<file path="config.mk">
export PLATFORM = sky130hd
export DESIGN_NAME = serial_adder_ctrl
export DESIGN_NICKNAME = d
export VERILOG_FILES = /design/src/rtl/serial_adder_ctrl.sv
export SDC_FILE = /design/constraint.sdc
export NUM_CORES = 1
export LEC_CHECK = 0
export CAP_MARGIN = 20
export CORE_ASPECT_RATIO = 1.75
export CORE_UTILIZATION = 28
export CTS_BUF_LIST = sky130_fd_sc_hd__clkbuf_16
export CTS_CLUSTER_SIZE = 30
export DETAILED_ROUTE_END_ITERATION = 10
export PLACE_DENSITY = 0.52
export SLEW_MARGIN = 30
export SYNTH_ARGS = -nofsm -noshare
export SYNTH_HDL_FRONTEND = slang
export SYNTH_SLANG_ARGS = --single-unit
</file>
<file path="constraint.sdc">
create_clock -name clk -period 2 [get_ports clk]
set_input_delay 0.6 -clock clk [delete_from_list [all_inputs] [get_ports clk]]
set_output_delay 0.6 -clock clk [all_outputs]
set_load 0.1 [all_outputs]
</file>
<file path="src/rtl/serial_adder_ctrl.sv">
// Bit-serial adder controller: streams operand bits LSB-first through an
// external single-bit full adder and assembles the WIDTH-bit result.
//
// state | meaning
// IDLE  | waiting for start; fa_* driven low
// RUN   | one bit pair per cycle presented to the full adder
// DONE  | result valid, done high for this single cycle
module serial_adder_ctrl #(
  parameter int WIDTH = 8
) (
  input  logic             clk,
  input  logic             rst,
  input  logic             start,
  input  logic [WIDTH-1:0] a,
  input  logic [WIDTH-1:0] b,
  input  logic             cin,
  output logic             busy,
  output logic             done,
  output logic [WIDTH-1:0] sum,
  output logic             cout,
  output logic             fa_a,
  output logic             fa_b,
  output logic             fa_cin,
  input  logic             fa_sum,
  input  logic             fa_c
);

  localparam int CW = (WIDTH > 1) ? $clog2(WIDTH) : 1;
  localparam logic [CW-1:0] LAST = CW'(WIDTH - 1);

  typedef enum logic [1:0] {
    IDLE = 2'd0,
    RUN  = 2'd1,
    DONE = 2'd2
  } state_t;

  state_t          state;
  logic [WIDTH-1:0] a_sh;
  logic [WIDTH-1:0] b_sh;
  logic [WIDTH-1:0] s_sh;
  logic             carry_q;
  logic [CW-1:0]    cnt;

  assign busy   = (state != IDLE);
  assign fa_a   = (state == RUN) & a_sh[0];
  assign fa_b   = (state == RUN) & b_sh[0];
  assign fa_cin = (state == RUN) & carry_q;

  always_ff @(posedge clk) begin
    if (rst) begin
      state   <= IDLE;
      a_sh    <= '0;
      b_sh    <= '0;
      s_sh    <= '0;
      carry_q <= 1'b0;
      cnt     <= '0;
      done    <= 1'b0;
      sum     <= '0;
      cout    <= 1'b0;
    end else begin
      case (state)
        IDLE: begin
          done <= 1'b0;
          if (start) begin
            a_sh    <= a;
            b_sh    <= b;
            carry_q <= cin;
            cnt     <= '0;
            state   <= RUN;
          end
        end
        RUN: begin
          s_sh    <= {fa_sum, s_sh[WIDTH-1:1]};
          a_sh    <= {1'b0, a_sh[WIDTH-1:1]};
          b_sh    <= {1'b0, b_sh[WIDTH-1:1]};
          carry_q <= fa_c;
          cnt     <= cnt + 1'b1;
          // last bit: publish the whole result at once so sum never shows partials
          if (cnt == LAST) begin
            sum   <= {fa_sum, s_sh[WIDTH-1:1]};
            cout  <= fa_c;
            done  <= 1'b1;
            state <= DONE;
          end
        end
        DONE: begin
          done  <= 1'b0;
          state <= IDLE;
        end
        default: begin
          done  <= 1'b0;
          state <= IDLE;
        end
      endcase
    end
  end

endmodule

</file>
==> flow_metrics.tcl, run 1 <==
set metrics [dict create \
    tightest_slew_ps 650 \
    synth_top_area_frac 0.485 \
    placed_cell_area_mm2 0.00219 \
    synthesis.nets 200 \
    start_kind "flip-flop" \
    hold_viol 0 \
    clkSinkCount 39 \
    outcome "complete, no violations" \
    synth_largest_area_cell "dfxtp_1" \
    postCtsSetupRepairBufs 0 \
    leakage_uw 0.000876 \
    crit_type "reg -> out" \
    fmax_mhz 526 \
    grt_pass1_wl_um 6000 \
    layout_min_cycle_time_ps 1900 \
    syn_area_mm2 0.00161 \
    setup_ws_ps 99.9 \
    cp.required_ps 1400 \
    end_kind "output port" \
    num_antenna_cells 0 \
    drtIter0Drc 30 \
    initial_core_util 0.291 \
    fp.dieH_um 102 \
    drive_above_1_share 0.228 \
    vias 1309 \
    vdd.ir_drop.worst_mv 0.396 \
    synthTopCellsByArea "dfxtp_1, a21oi_1, o221a_1" \
    worstHoldStart "s_sh[1]$_SDFFE_PP0P_" \
    drv_slew 0 \
    viasPerCell 4.50 \
    io_buffers 35 \
    hold_depth 2 \
    ys_ff_latch 39 \
    dp_hpwl_um 2470 \
    layout_commonest_cell "dfxtp_1" \
    power.density_mw_per_mm2 829 \
    route.detailed.drc 0 \
    skew_ps 4.40 \
    cts_inserted_buffers 5 \
    dr.pass1.iters 4 \
    htree_levels 2 \
    synth_ff_type "dfxtp_1" \
    cts.path.max_buffers 2 \
    synth-edff-count 0 \
    clkLatencyLatePin_ps 280 \
    reg2reg_depth 4 \
    fp.dieW_um 59.3 \
    path_max_fanout 8 \
    wl_um 3510 \
    setup_viol_count_final 0 \
    stdcell_area_mm2 0.00235 \
    cts_tree "done" \
    clk_root_buffer_cell "clkbuf_16" \
    syn_inst 176 \
    grt.overflow.total 0 \
    syn2layout_area_growth_pct 46.2 \
    wire_per_inst_um 12.1 \
    synth_async_sr_flop_share 0 \
    synth_area_per_cell_um2 9.15 \
    synth-seq-area-share 0.485 \
    grt_pass1_vias 1335 \
    core_mm2 0.00554 \
    dp_slack_ps -10.0 \
    antenna_found_initial 0 \
    nets 238 \
    die-area_mm2 0.00607 \
    final_cell_mix "dfxtp_1, nand2_1, a21oi_1" \
    ios 36 \
    grt.total_usage 0.134 \
    yosysWarningCount 0 \
    grt_max_degree 40 \
    reg2reg_setup_slack_ps 620 \
    rows 36 \
    hold-path-endpoint "s_sh[1]$_SDFFE_PP0P_" \
    timing.rr.start "state[0]$_SDFFE_PP0P_" \
    cap_violations 0 \
    ant_nets 0 \
    yosysUniqueCellTypes 26 \
    max-slew-margin-rel 0.566 \
    power_uw 1950 \
    gp_congestion 0.685 \
    arrival_ps 1300 \
    rsz0062_at_grt "no" \
    hold_path_class "reg -> reg" \
    reg2reg_to "b_sh[4]$_SDFFE_PP0P_" \
    path_clk_slew_ps 60 \
    period_share 0.950 \
]
[registers in the layout, summed over array words and instances, names as in the netlist]
signal and count:
state 2, s_sh 7, done 1, carry_q 1, a_sh 8, cout 1
cnt 3, b_sh 8, sum 8
[cell usage after synthesis (2+ instances only)]
cell type	number
dfxtp_1	39
nand2_1	24
a21oi_1	23
inv_1	17
nand3_1	9
o221a_1	9
a21oi_2	8
nor2_1	8
o221a_2	6
a22oi_1	4
buf_2	4
and2_1	3
buf_6	3
clkbuf_1	3
nor3_1	3
ha_1	2
mux2i_1	2
[kinds of logic (layout without fill, tap and decap cells)]
| family | Yosys count | count (layout) | share of synthesized area |
|---|---|---|---|
| AND/OR/NAND/NOR | 52 | 52 | 0.145 |
| AO/OA/AOI/OAI | 51 | 51 | 0.243 |
| flip-flops | 39 | 39 | 0.485 |
| buffers and inverters | 30 | 69 | 0.0995 |
| adder cells (fa/ha/maj) | 2 | 2 | 0.0155 |
| multiplexers | 2 | 2 | 0.0124 |
[report_power, final]
part	leakage, µW	switching, µW	internal [µW]	total (µW)
sequential	0.000319	18.2	812	831
combinational	0.000476	124	117	241
clock	0.0000812	298	581	879
[layer usage]
metal,part of all wire,track usage
met5,0,0
met4,0.025,0.0769
met3,0.032,0.0266
met2,0.53,0.236
met1,0.41,0.143
[worst max-delay path, cell delays in order (launching register included)]
cell,delay [ps]
dfxtp_1,520
nor2b_4,100
and2_2,230
buf_12,170
[layout make-up]
cell class / instances / area [µm²]
Sequential cell: 39 / 781
Clock inverter: 3 / 38.8
Clock buffer: 5 / 125
Multi-Input combinational cell: 107 / 681
Tap cell: 76 / 95.1
Fill cell: 577 / 3190
Timing Repair Buffer: 44 / 571
Inverter: 17 / 63.8
[worst max path at each step]
stage                     cells after the start                    to  slack, ps             startpoint
final                                         3                fa_cin        100  state[1]$_SDFFE_PP0P_
after global routing                          3                fa_cin         30  state[1]$_SDFFE_PP0P_
after CTS                                     3                fa_cin         10  state[1]$_SDFFE_PP0P_
after detailed placement                      4  b_sh[4]$_SDFFE_PP0P_        -10                  start
after global placement                        4  b_sh[1]$_SDFFE_PP0P_          9                  start
after floorplan                               5                  fa_a         70  state[0]$_SDFFE_PP0P_
[per-stage QoR]
step           setup TNS [ps]   util  cells  hold WS (ps)
2_1_floorplan               0      -    176           437
3_3_place_gp                0  0.395    283           443
3_5_place_dp            -41.2  0.395    283           450
4_1_cts                     0  0.424    291           458
5_1_grt                     0  0.425    291           493
6_report                    0  0.425    291           457
[timing repair]
action                     in CTS  in global routing
hold buffers                    0                  0
gates resized for setup         0                  1
setup endpoints to repair       0                  3
(Power assumes the default switching activity.)
==> run 2, diff against run 1 <==
--- a/config.mk
+++ b/config.mk
@@ -12,7 +12,6 @@
 export CTS_CLUSTER_SIZE = 30
 export DETAILED_ROUTE_END_ITERATION = 10
 export PLACE_DENSITY = 0.52
-export SLEW_MARGIN = 30
 export SYNTH_ARGS = -nofsm -noshare
 export SYNTH_HDL_FRONTEND = slang
 export SYNTH_SLANG_ARGS = --single-unit
==> results of run 2 <==
No change in the layout: final DEF, timing and power equal those of run 1.
==> run 3, diff against run 2 <==
--- a/config.mk
+++ b/config.mk
@@ -11,6 +11,7 @@
 export CTS_BUF_LIST = sky130_fd_sc_hd__clkbuf_16
 export CTS_CLUSTER_SIZE = 30
 export DETAILED_ROUTE_END_ITERATION = 10
+export HOLD_SLACK_MARGIN = 0.12
 export PLACE_DENSITY = 0.52
 export SYNTH_ARGS = -nofsm -noshare
 export SYNTH_HDL_FRONTEND = slang
==> results of run 3 <==
No change in the layout: final DEF, timing and power equal those of run 1.
